--- src/rtl/alu_arbiter.sv ---
// Two-requester front end for a shared external ALU: arbitrates, registers the
// winning operation, drives the ALU for one cycle and holds the result until consumed.
module alu_arbiter #(
  parameter bit FIXED_PRIO = 1'b0
) (
  input  logic        clk,
  input  logic        reset,
  input  logic        req0_valid,
  output logic        req0_ready,
  input  logic [15:0] req0_in1,
  input  logic [15:0] req0_in2,
  input  logic        req0_op,
  input  logic        req1_valid,
  output logic        req1_ready,
  input  logic [15:0] req1_in1,
  input  logic [15:0] req1_in2,
  input  logic        req1_op,
  output logic [15:0] alu_in1,
  output logic [15:0] alu_in2,
  output logic        alu_op,
  input  logic [15:0] alu_out,
  input  logic        alu_zero,
  input  logic        alu_carry,
  output logic        rsp_valid,
  input  logic        rsp_ready,
  output logic        rsp_id,
  output logic [15:0] rsp_out,
  output logic        rsp_zero,
  output logic        rsp_carry,
  output logic [1:0]  dbg_state
);

  typedef enum logic [1:0] {
    IDLE = 2'd0,
    EXEC = 2'd1,
    RESP = 2'd2
  } state_t;

  state_t      state_q, state_d;
  logic        last_q, last_d;
  logic [15:0] in1_q, in1_d;
  logic [15:0] in2_q, in2_d;
  logic        op_q, op_d;
  logic        id_q, id_d;
  logic [15:0] out_q, out_d;
  logic        zero_q, zero_d;
  logic        carry_q, carry_d;

  logic        grant;
  logic        can_accept;
  logic        accept;

  // Handshakes: a transfer happens in a cycle where valid and ready are both 1.
  // Requesters hold valid and operands until ready; the response holds until rsp_ready.
  always_comb begin
    grant = 1'b0;
    if (req0_valid && req1_valid) begin
      grant = FIXED_PRIO ? 1'b0 : ~last_q;
    end else if (req1_valid) begin
      grant = 1'b1;
    end
  end

  assign can_accept = (state_q == IDLE) && !reset;
  assign req0_ready = can_accept && req0_valid && !grant;
  assign req1_ready = can_accept && req1_valid && grant;
  assign accept     = req0_ready || req1_ready;

  always_comb begin
    state_d = state_q;
    last_d  = last_q;
    in1_d   = in1_q;
    in2_d   = in2_q;
    op_d    = op_q;
    id_d    = id_q;
    out_d   = out_q;
    zero_d  = zero_q;
    carry_d = carry_q;
    case (state_q)
      IDLE: begin
        if (accept) begin
          state_d = EXEC;
          last_d  = grant;
          id_d    = grant;
          in1_d   = grant ? req1_in1 : req0_in1;
          in2_d   = grant ? req1_in2 : req0_in2;
          op_d    = grant ? req1_op  : req0_op;
        end
      end
      EXEC: begin
        state_d = RESP;
        out_d   = alu_out;
        zero_d  = alu_zero;
        carry_d = alu_carry;
      end
      RESP: begin
        if (rsp_ready) state_d = IDLE;
      end
      default: state_d = IDLE;
    endcase
  end

  always_ff @(posedge clk) begin
    if (reset) begin
      state_q <= IDLE;
      last_q  <= 1'b1;
      in1_q   <= 16'h0000;
      in2_q   <= 16'h0000;
      op_q    <= 1'b0;
      id_q    <= 1'b0;
      out_q   <= 16'h0000;
      zero_q  <= 1'b0;
      carry_q <= 1'b0;
    end else begin
      state_q <= state_d;
      last_q  <= last_d;
      in1_q   <= in1_d;
      in2_q   <= in2_d;
      op_q    <= op_d;
      id_q    <= id_d;
      out_q   <= out_d;
      zero_q  <= zero_d;
      carry_q <= carry_d;
    end
  end

  assign alu_in1   = in1_q;
  assign alu_in2   = in2_q;
  assign alu_op    = op_q;
  assign rsp_valid = (state_q == RESP);
  assign rsp_id    = id_q;
  assign rsp_out   = out_q;
  assign rsp_zero  = zero_q;
  assign rsp_carry = carry_q;
  assign dbg_state = state_q;

endmodule

--- config.mk ---
export PLATFORM = sky130hd
export DESIGN_NAME = alu_arbiter
export DESIGN_NICKNAME = d
export VERILOG_FILES = /design/src/rtl/alu_arbiter.sv
export SDC_FILE = /design/constraint.sdc
export NUM_CORES = 1
export LEC_CHECK = 0
export ABC_AREA = 1
export CELL_PAD_IN_SITES_DETAIL_PLACEMENT = 0
export CELL_PAD_IN_SITES_GLOBAL_PLACEMENT = 1
export CORE_MARGIN = 3
export CORE_UTILIZATION = 22
export CTS_CLUSTER_SIZE = 8
export DETAILED_ROUTE_END_ITERATION = 6
export PLACE_DENSITY = 0.8
export SKIP_LAST_GASP = 1
export SYNTH_ARGS = -nofsm -noshare
export SYNTH_HDL_FRONTEND = slang
export SYNTH_SLANG_ARGS = --single-unit
--- constraint.sdc ---
create_clock -name clk -period 1.1 [get_ports clk]
set_input_delay 0.22 -clock clk [delete_from_list [all_inputs] [get_ports clk]]
set_output_delay 0.22 -clock clk [all_outputs]
set_load 0.03 [all_outputs]
* Yosys cells after proc, flatten, opt, wreduce, memory -nomap -nowiden
Cells that the tools add are included.
** Storage, ports and cells
- Register bits :: 55
- Output and inout port bits :: 57
- Input bits :: 89
** Cells by class
- Bitwise operators :: 1
- Mux-type cells :: 8
- Reduce and logical (&&, ||, !) cells :: 12
- Equal/unequal tests :: 4
** Operators by type and width (count)
- $mux 16 :: 2
- $logic_and 1x1->1 :: 6
- $pmux 2 s3 :: 1
- $mux 2 :: 2
- $reduce_and 2->1 :: 2
- $mux 1 :: 3
- $eq 2x1->1 const B :: 1
- $eq 2x2->1 const B :: 1
- $logic_not 1->1 :: 2
- $logic_not 2->1 :: 1
- $ne 2x1->1 const B :: 1
- $ne 2x2->1 const B :: 1
- $logic_or 1x1->1 :: 1
- $not 1->1 :: 1

* Depth between registers and ports, before layout
Gate-level depths: netlist of run 1.
- Word-level depth :: 7
- Depth in mapped cells :: 8
- Gate-level depth less buffers :: 7

* Least setup slack after synthesis of run 1
Ideal clock, no wire load.
- Kind :: flip-flop to output port
- Start point :: register state_q[1] (netlist: dbg_state[1])
- End point :: output port req0_ready
- Arrival :: 1275 ps
- Cell stages (with the launch flop) :: 6
- Buffers on the path :: 0
- Data required time :: 880 ps
- Slack :: -395 ps
- Path through :: dfxtp_1 -> nor2_4 -> nand2_2 -> inv_1 -> nand2_1 -> nor2_1
** On the way
- Word-level cells in the longest chain between the ends :: 4
** RTL lines
- start, declared :: RTL line 39 : state_t state_q, state_d;
- start signal, assigned :: RTL line 115 : state_q <= state_d;
- $logic_not 2->1 :: RTL line 64 : assign can_accept = (state_q == IDLE) && !reset;
- $logic_and 1x1->1 :: RTL line 64
- $logic_and 1x1->1 (2 in series) :: RTL line 65 : assign req0_ready = can_accept && req0_valid && !grant;
- end, declared :: RTL line 9 : output logic req0_ready,
No other way between the ends.

* Worst setup path after layout of run 1
Same ends and word-level chain as after synthesis.

==> impl_metrics.prom, run 1 <==
# TYPE chip_impl_metric gauge
chip_impl_metric{name="slew_violations",unit=""} 0
chip_impl_metric{name="synthesis.area_per_instance",unit="um2"} 6.80
chip_impl_info{name="global_route.peak_usage_layer",value="met2"} 1
chip_impl_metric{name="place.gp.congestion",unit=""} 0.770
chip_impl_metric{name="clk_transition_reported_paths",unit="ps"} 70
chip_impl_metric{name="max_freq",unit="MHz"} 719
chip_impl_metric{name="relative_slew_margins",unit="%"} 84.9
chip_impl_info{name="family_with_the_most_delay_on_the_worst_path",value="flip-flops"} 1
chip_impl_metric{name="ys_types",unit=""} 19
chip_impl_metric{name="hold_slack",unit="ps"} 394
chip_impl_metric{name="synth.yosys.seq_area_share",unit="%"} 44.5
chip_impl_info{name="status",value="finished with violations"} 1
chip_impl_metric{name="hold_buffer_count_at_cts",unit=""} 0
chip_impl_metric{name="fillCellCount",unit=""} 1109
chip_impl_metric{name="power_report.internal_total",unit="mW"} 4.20
chip_impl_metric{name="cts_sinks",unit=""} 55
chip_impl_metric{name="drive_gt1_share",unit="%"} 28.4
chip_impl_metric{name="final_critical_path_setup_slack",unit="ps"} -290
chip_impl_metric{name="die_height",unit="um"} 112
chip_impl_info{name="end_kind",value="output pin"} 1
chip_impl_metric{name="syn_inst_count",unit=""} 364
chip_impl_metric{name="globalRouteTotalUtil",unit="%"} 12.8
chip_impl_metric{name="first_global_vias",unit=""} 2711
chip_impl_metric{name="final.period_utilization",unit="%"} 126
chip_impl_info{name="critPathLaunch",value="dbg_state[1]"} 1
chip_impl_metric{name="fin_nets",unit=""} 619
chip_impl_info{name="holdCritPathClass",value="in -> reg"} 1
chip_impl_info{name="worst_hold_startpoint",value="reset"} 1
chip_impl_info{name="final_common_cell",value="sky130_fd_sc_hd__nand2_1"} 1
chip_impl_info{name="worst-setup-path-type",value="reg -> out"} 1
chip_impl_metric{name="drt_pass1_iterations",unit=""} 4
chip_impl_metric{name="finalHoldViolations",unit=""} 0
chip_impl_metric{name="post-place-ws",unit="ps"} -500
chip_impl_info{name="tritoncts",value="done"} 1
chip_impl_metric{name="antenna_cells",unit=""} 0
chip_impl_metric{name="number_of_nets_in_the_synthesized_netlist",unit=""} 453
chip_impl_metric{name="netSwitchingPower",unit="mW"} 2.06
chip_impl_metric{name="drc",unit=""} 0
chip_impl_info{name="mostFrequentLayoutCells",value="sky130_fd_sc_hd__nand2_1 (157), sky130_fd_sc_hd__clkdlybuf4s50_1 (85), sky130_fd_sc_hd__buf_4 (59)"} 1
chip_impl_metric{name="ant_nets",unit=""} 0
chip_impl_metric{name="via_per_inst",unit=""} 4.22
chip_impl_info{name="worst_r2r_startpoint",value="dbg_state[1]"} 1
chip_impl_metric{name="detailedPlacementHpwl",unit="mm"} 6.38
chip_impl_metric{name="period_needed",unit="ps"} 1390
chip_impl_metric{name="synth.yosys.warnings",unit=""} 0
chip_impl_info{name="cts_root_buffer",value="sky130_fd_sc_hd__clkbuf_16"} 1
chip_impl_metric{name="largest_net_degree_at_the_start_of_global_routing",unit=""} 36
chip_impl_metric{name="postSynthRegisterBits",unit=""} 55
chip_impl_metric{name="worst_path_largest_cell_delay",unit="ps"} 350
chip_impl_metric{name="wl_per_cell",unit="um"} 12.7
chip_impl_metric{name="drt_wl_total",unit="mm"} 8.53
chip_impl_metric{name="clockPowerShare",unit="%"} 24.4
chip_impl_metric{name="grt_antenna_before_repair",unit=""} 0
chip_impl_info{name="cp_slowest_cell",value="sky130_fd_sc_hd__dfxtp_4"} 1
chip_impl_metric{name="die_w",unit="um"} 112
chip_impl_info{name="critical_path.startpoint_type",value="flop"} 1
chip_impl_info{name="rsz_0062_raised_after_global_routing",value="yes"} 1
chip_impl_metric{name="wire_length_of_the_first_global_routing_pass",unit="mm"} 13.4
chip_impl_metric{name="syn2layout_area_growth",unit="%"} 89.9
chip_impl_metric{name="path_buf_inv",unit=""} 2
chip_impl_metric{name="num_vias",unit=""} 2831
chip_impl_metric{name="worst_ep_required_time",unit="ps"} 880
chip_impl_metric{name="finalClockSkew",unit="ps"} 3.24
chip_impl_metric{name="detail_route.iter0.violations",unit=""} 114
chip_impl_metric{name="crit_path_max_fanout",unit=""} 2
chip_impl_metric{name="clockBufferDepth",unit=""} 2
chip_impl_info{name="synth.area.top_cells",value="sky130_fd_sc_hd__dfxtp_1 (44%), sky130_fd_sc_hd__nand2_1 (24%), sky130_fd_sc_hd__nand3_1 (7.9%)"} 1
chip_impl_metric{name="p_per_area",unit="nW/um2"} 1330
chip_impl_metric{name="die_area",unit="um2"} 12600
chip_impl_metric{name="comb_power_share",unit="%"} 37.5
chip_impl_metric{name="placement.io_buffers",unit=""} 145
chip_impl_metric{name="gr-usage-met2",unit="%"} 22.4
chip_impl_metric{name="row_count",unit=""} 38
chip_impl_metric{name="clk_latency",unit="ps"} 290
chip_impl_metric{name="power.switching_fraction",unit="%"} 33.0
chip_impl_metric{name="worst_slew_pin_slew",unit="ps"} 226
chip_impl_metric{name="synth_top_cell_area_share",unit="%"} 44.5
chip_impl_metric{name="numCtsBuffers",unit=""} 5
chip_impl_metric{name="crit_path_dat",unit="ps"} 1170
chip_impl_metric{name="seq_power_share",unit="%"} 38.2
chip_impl_metric{name="fin_setup_tns",unit="ps"} -12150
chip_impl_metric{name="placedInstanceArea",unit="um2"} 4180
chip_impl_metric{name="num_io_pins",unit=""} 146
chip_impl_metric{name="overflow",unit=""} 0
chip_impl_metric{name="setup_viol",unit=""} 59
chip_impl_metric{name="leakage",unit="nW"} 2.28
chip_impl_metric{name="coreArea",unit="um2"} 10900
chip_impl_metric{name="grtUsageMet1",unit="%"} 16.3
chip_impl_metric{name="drv_cap",unit=""} 0
chip_impl_metric{name="design_area",unit="um2"} 4700
chip_impl_metric{name="effective_utilization_at_floorplan",unit="%"} 22.6
chip_impl_metric{name="cts_htree_levels",unit=""} 2
chip_impl_metric{name="synth_cell_area",unit="um2"} 2470
chip_impl_info{name="critical_path.cell_chain",value="nor2_4, nand2_4, inv_4, nand2_4, nor2_4, buf_6"} 1
chip_impl_metric{name="grt.met3_usage",unit="%"} 2.37
chip_impl_info{name="synth_top_area_cell",value="sky130_fd_sc_hd__dfxtp_1"} 1
chip_impl_info{name="violations",value="setup timing"} 1
chip_impl_metric{name="vdd.ir_drop.worst",unit="uV"} 590
## power groups by stage
stage          clock [mW]  combinational [mW]  sequential, mW
2_1_floorplan           0               0.614            2.86
3_3_place_gp            0                2.07            2.41
3_5_place_dp            0                2.09            2.42
4_1_cts              1.59                2.23            2.38
5_1_grt              1.66                2.52            2.42
6_report             1.53                2.35            2.39
## area by class of cell
cell class                      count  area [um2]  share of cell area [%]
Clock inverter                      3        20.0                   0.426
Multi-Input combinational cell    270        1320                    28.1
Clock buffer                        5         125                    2.66
Tap cell                          140         175                    3.73
Inverter                           19        86.3                    1.84
Sequential cell                    55        1110                    23.6
Timing Repair Buffer              177        1850                    39.3
Timing Repair inverter              2        17.5                   0.373
## layer usage
layer	share of wire, %	vias to the layer above
met1	44	1286
li1	-	1461
met4	1.0	0
met3	4.8	6
met2	51	78
met5	0	-
## synth_stat cells
master and number:
sky130_fd_sc_hd__nor2_8 1, sky130_fd_sc_hd__nand3b_4 1, sky130_fd_sc_hd__buf_6 2, sky130_fd_sc_hd__nand3_1 39
sky130_fd_sc_hd__buf_4 4, sky130_fd_sc_hd__inv_1 15, sky130_fd_sc_hd__buf_2 10, sky130_fd_sc_hd__nor2_4 3
sky130_fd_sc_hd__nand3_2 6, sky130_fd_sc_hd__nor2_1 38, sky130_fd_sc_hd__clkbuf_1 3, sky130_fd_sc_hd__buf_1 1
sky130_fd_sc_hd__inv_2 4, sky130_fd_sc_hd__nand2_1 160, sky130_fd_sc_hd__nand2_2 2, sky130_fd_sc_hd__a21oi_1 1
sky130_fd_sc_hd__o21ai_1 3, sky130_fd_sc_hd__o21ai_0 16, sky130_fd_sc_hd__dfxtp_1 55
## timing repair
item | CTS | global route
buffers inserted | 7 | 4
resized for setup | 28 | 54
endpoints found under the setup margin | 46 | 59
pin swaps | 9 | 24
gates cloned | 2 | 3
## worst paths after layout
| path | end | slack [ps] | cells after the start |
|---|---|---|---|
| worst max register to register | rsp_out[9] | -250 | 8 |
| worst min register to register | alu_in2[14] | 460 | 2 |
| worst max-delay path | req0_ready | -290 | 6 |
| worst min-delay path | dbg_state[1] | 390 | 3 |
## registers in the layout (all words and copies together), names as in the netlist
name       count
alu_in1       16
last_q         1
rsp_carry      1
alu_in2       16
rsp_out       16
dbg_state      2
rsp_zero       1
rsp_id         1
alu_op         1
## per-stage QoR
step | power, mW | util, % | std cells
6_report | 6.26 | 43.0 | 671
5_1_grt | 6.61 | 43.0 | 671
3_3_place_gp | 4.48 | 38.3 | 651
3_5_place_dp | 4.51 | 38.3 | 651
2_1_floorplan | 3.47 | - | 364
4_1_cts | 6.20 | 41.3 | 668
## tightest hold or removal path, delay by kind of cell
kind                   cells  cell delay [ps]
buffers and inverters      2              400
AO/OA/AOI/OAI              1               30
## logic make-up (layout without fill, tap and decap cells)
| logic type | Yosys count | count (layout) | synth area share (%) |
|---|---|---|---|
| buffers and inverters | 39 | 206 | 7.63 |
| AOI/OAI and AO/OA | 20 | 20 | 4.04 |
| and+or+nand+nor | 250 | 250 | 43.8 |
| DFF | 55 | 55 | 44.5 |
No activity file was read; power rests on OpenSTA's default activity.
==> run 2, diff against run 1 <==
--- a/config.mk
+++ b/config.mk
@@ -6,6 +6,7 @@
 export NUM_CORES = 1
 export LEC_CHECK = 0
 export ABC_AREA = 1
+export CAP_MARGIN = 30
 export CELL_PAD_IN_SITES_DETAIL_PLACEMENT = 0
 export CELL_PAD_IN_SITES_GLOBAL_PLACEMENT = 1
 export CORE_MARGIN = 3
==> results of run 2 <==
No change in the layout: final DEF, timing and power equal those of run 1.
==> run 3, diff against run 2 <==
--- a/config.mk
+++ b/config.mk
@@ -7,13 +7,14 @@
 export LEC_CHECK = 0
 export ABC_AREA = 1
 export CAP_MARGIN = 30
-export CELL_PAD_IN_SITES_DETAIL_PLACEMENT = 0
-export CELL_PAD_IN_SITES_GLOBAL_PLACEMENT = 1
+export CELL_PAD_IN_SITES_DETAIL_PLACEMENT = 1
+export CELL_PAD_IN_SITES_GLOBAL_PLACEMENT = 2
 export CORE_MARGIN = 3
-export CORE_UTILIZATION = 22
+export CORE_UTILIZATION = 16
 export CTS_CLUSTER_SIZE = 8
 export DETAILED_ROUTE_END_ITERATION = 6
-export PLACE_DENSITY = 0.8
+export MAX_ROUTING_LAYER = met4
+export PLACE_DENSITY = 0.79
 export SKIP_LAST_GASP = 1
 export SYNTH_ARGS = -nofsm -noshare
 export SYNTH_HDL_FRONTEND = slang
==> run 3 against run 2 <==
Effect of this change: non-clock buffer count grew 6; largest cell class unchanged; critical endpoint is now req1_ready; clock skew up 1.7 ps; the flow still finishes with violations (setup timing); worst hold slack lost 4.4 ps.
==> impl_metrics.prom, run 3 (synthesized netlist as in run 1, its figures left out) <==
# TYPE chip_impl_metric gauge
chip_impl_info{name="status",value="finished with violations"} 1
chip_impl_info{name="violations",value="setup timing"} 1
chip_impl_info{name="rsz_0062_raised_after_global_routing",value="yes"} 1
chip_impl_metric{name="globalRouteTotalUtil",unit="%"} 11.4
chip_impl_metric{name="detail_route.iter0.violations",unit=""} 46
chip_impl_metric{name="slew_violations",unit=""} 0
chip_impl_metric{name="crit_path_max_fanout",unit=""} 2
chip_impl_info{name="r2r-end",value="alu_in2[0]"} 1
chip_impl_info{name="family_with_the_most_delay_on_the_worst_path",value="flip-flops"} 1
chip_impl_metric{name="placement.io_buffers",unit=""} 145
chip_impl_metric{name="drv_cap",unit=""} 0
chip_impl_metric{name="clockBufferDepth",unit=""} 2
chip_impl_info{name="holdCritPathClass",value="in -> reg"} 1
chip_impl_metric{name="worst_slew_pin_slew",unit="ps"} 245
chip_impl_info{name="tritoncts",value="done"} 1
chip_impl_info{name="worstSetupEndpoint",value="req1_ready"} 1
chip_impl_metric{name="syn2layout_area_growth",unit="%"} 95.9
chip_impl_metric{name="effective_utilization_at_floorplan",unit="%"} 16.7
chip_impl_info{name="critical_path.startpoint_type",value="flop"} 1
chip_impl_metric{name="path_buf_inv",unit=""} 3
chip_impl_metric{name="grt_antenna_before_repair",unit=""} 0
chip_impl_metric{name="die_area",unit="um2"} 17000
chip_impl_metric{name="max_freq",unit="MHz"} 717
chip_impl_info{name="critPathLaunch",value="dbg_state[1]"} 1
chip_impl_info{name="critical_path.cell_chain",value="nor2_4, nand2_4, inv_4, nand2_1, inv_2, buf_6"} 1
chip_impl_metric{name="detailedPlacementHpwl",unit="mm"} 7.47
chip_impl_metric{name="worst_path_largest_cell_delay",unit="ps"} 350
chip_impl_info{name="final_common_cell",value="sky130_fd_sc_hd__nand2_1"} 1
chip_impl_metric{name="drt_wl_total",unit="mm"} 9.84
chip_impl_metric{name="period_needed",unit="ps"} 1390
chip_impl_metric{name="fin_nets",unit=""} 624
chip_impl_metric{name="drive_gt1_share",unit="%"} 29.1
chip_impl_metric{name="place.gp.congestion",unit=""} 0.751
chip_impl_metric{name="die_w",unit="um"} 130
chip_impl_metric{name="r2r_setup_slack",unit="ps"} -240
chip_impl_metric{name="cts_sinks",unit=""} 55
chip_impl_info{name="cts_root_buffer",value="sky130_fd_sc_hd__clkbuf_16"} 1
chip_impl_metric{name="final_critical_path_setup_slack",unit="ps"} -294
chip_impl_metric{name="die_height",unit="um"} 130
chip_impl_metric{name="vdd.ir_drop.worst",unit="uV"} 510
chip_impl_metric{name="finalHoldViolations",unit=""} 0
chip_impl_metric{name="finalClockSkew",unit="ps"} 4.92
chip_impl_metric{name="wire_length_of_the_first_global_routing_pass",unit="mm"} 15.2
chip_impl_metric{name="p_per_area",unit="nW/um2"} 1400
chip_impl_metric{name="crit_path_dat",unit="ps"} 1170
chip_impl_info{name="worst_r2r_startpoint",value="dbg_state[1]"} 1
chip_impl_info{name="end_kind",value="output pin"} 1
chip_impl_metric{name="row_count",unit=""} 44
chip_impl_metric{name="worst_r2r_path_depth",unit=""} 8
chip_impl_metric{name="via_per_inst",unit=""} 3.98
chip_impl_metric{name="num_vias",unit=""} 2868
chip_impl_metric{name="ant_nets",unit=""} 0
chip_impl_metric{name="wl_per_cell",unit="um"} 13.7
chip_impl_metric{name="fin_setup_tns",unit="ps"} -11840
chip_impl_metric{name="leakage",unit="nW"} 2.32
chip_impl_metric{name="numCtsBuffers",unit=""} 5
chip_impl_metric{name="hold_buffer_count_at_cts",unit=""} 0
chip_impl_metric{name="final_core_util",unit="%"} 32.7
chip_impl_metric{name="clk_transition_reported_paths",unit="ps"} 70
chip_impl_metric{name="first_global_vias",unit=""} 3025
chip_impl_metric{name="relative_slew_margins",unit="%"} 83.7
chip_impl_metric{name="coreArea",unit="um2"} 14800
chip_impl_metric{name="clk_latency",unit="ps"} 290
chip_impl_metric{name="cts_htree_levels",unit=""} 2
chip_impl_info{name="worst-setup-path-type",value="reg -> out"} 1
chip_impl_metric{name="drc",unit=""} 0
chip_impl_metric{name="largest_net_degree_at_the_start_of_global_routing",unit=""} 31
chip_impl_metric{name="antenna_cells",unit=""} 0
chip_impl_metric{name="final.period_utilization",unit="%"} 127
chip_impl_info{name="mostFrequentLayoutCells",value="sky130_fd_sc_hd__nand2_1 (158), sky130_fd_sc_hd__clkdlybuf4s50_1 (85), sky130_fd_sc_hd__buf_4 (62)"} 1
chip_impl_metric{name="worst_ep_required_time",unit="ps"} 880
chip_impl_metric{name="setup_viol",unit=""} 60
chip_impl_metric{name="drt_pass1_iterations",unit=""} 4
chip_impl_metric{name="timing.critical_path.depth",unit=""} 6
chip_impl_info{name="cp_slowest_cell",value="sky130_fd_sc_hd__dfxtp_4"} 1
chip_impl_metric{name="num_io_pins",unit=""} 146
chip_impl_metric{name="overflow",unit=""} 0
run 3: timing repair:
action                                  CTS  global route
gates cloned                              2             3
setup buffers                             7             7
hold endpoints to repair                  0             0
endpoints found under the setup margin   47            60
gates resized for setup                  33            40
pin swaps                                 9            24
run 3: layout make-up:
cell class / instances / area (um2)
inverters: 19 / 88.8
multi-input cells: 270 / 1310
clock buffers: 6 / 129
clock inverters: 2 / 60.1
flip-flops and latches: 55 / 1110
fillers: 1797 / 9960
repair inverters: 1 / 11.3
well taps: 184 / 230
repair buffers: 183 / 1910
run 3: routing by layer:
| metal | global-route usage [%] | vias to the layer above | share of wire [%] |
|---|---|---|---|
| met3 | 2.60 | 4 | 6.7 |
| met4 | 2.36 | 0 | 0.69 |
| met5 | - | - | 0 |
| li1 | - | 1474 | - |
| met2 | 19.6 | 93 | 50 |
| met1 | 13.9 | 1297 | 43 |
run 3: where the power goes:
group | total (mW) | internal (mW) | switching (mW)
clock | 2.00 | 1.31 | 0.696
sequential | 2.40 | 2.23 | 0.169
combinational | 2.40 | 1.15 | 1.24
total | 6.80 | 4.69 | 2.11
run 3: worst min-delay path by stage:
| stage | start | end | slack [ps] | cells after the start |
|---|---|---|---|---|
| global route | reset | dbg_state[1] | 400 | 3 |
| CTS | reset | dbg_state[1] | 380 | 3 |
| detailed placement | alu_in1[10] | alu_in1[10] | 460 | 2 |
| floorplan | reset | dbg_state[1] | 280 | 1 |
| finish | reset | dbg_state[1] | 390 | 3 |
| global placement | alu_in1[10] | alu_in1[10] | 450 | 2 |
run 3: worst reg2reg max path: stages (launching register included):
cell                        delay [ps]
sky130_fd_sc_hd__dfxtp_4           350
sky130_fd_sc_hd__nor2_4            140
sky130_fd_sc_hd__nand2_4            80
sky130_fd_sc_hd__buf_4             150
sky130_fd_sc_hd__nor2_8            140
sky130_fd_sc_hd__buf_6             170
sky130_fd_sc_hd__clkbuf_16         150
sky130_fd_sc_hd__nand2_1            60
sky130_fd_sc_hd__nand2_1            50
run 3: metrics by stage:
stage	hold WS [ps]	worst slack (ps)	instance area [um2]	instances	power [mW]
6_report	390	-294	4850	720	6.80
5_1_grt	404	-367	4850	720	7.21
4_1_cts	383	-379	4650	712	6.80
3_5_place_dp	463	-532	4290	695	4.60
3_3_place_gp	453	-471	4290	695	4.56
2_1_floorplan	279	-43.2	2520	364	3.47
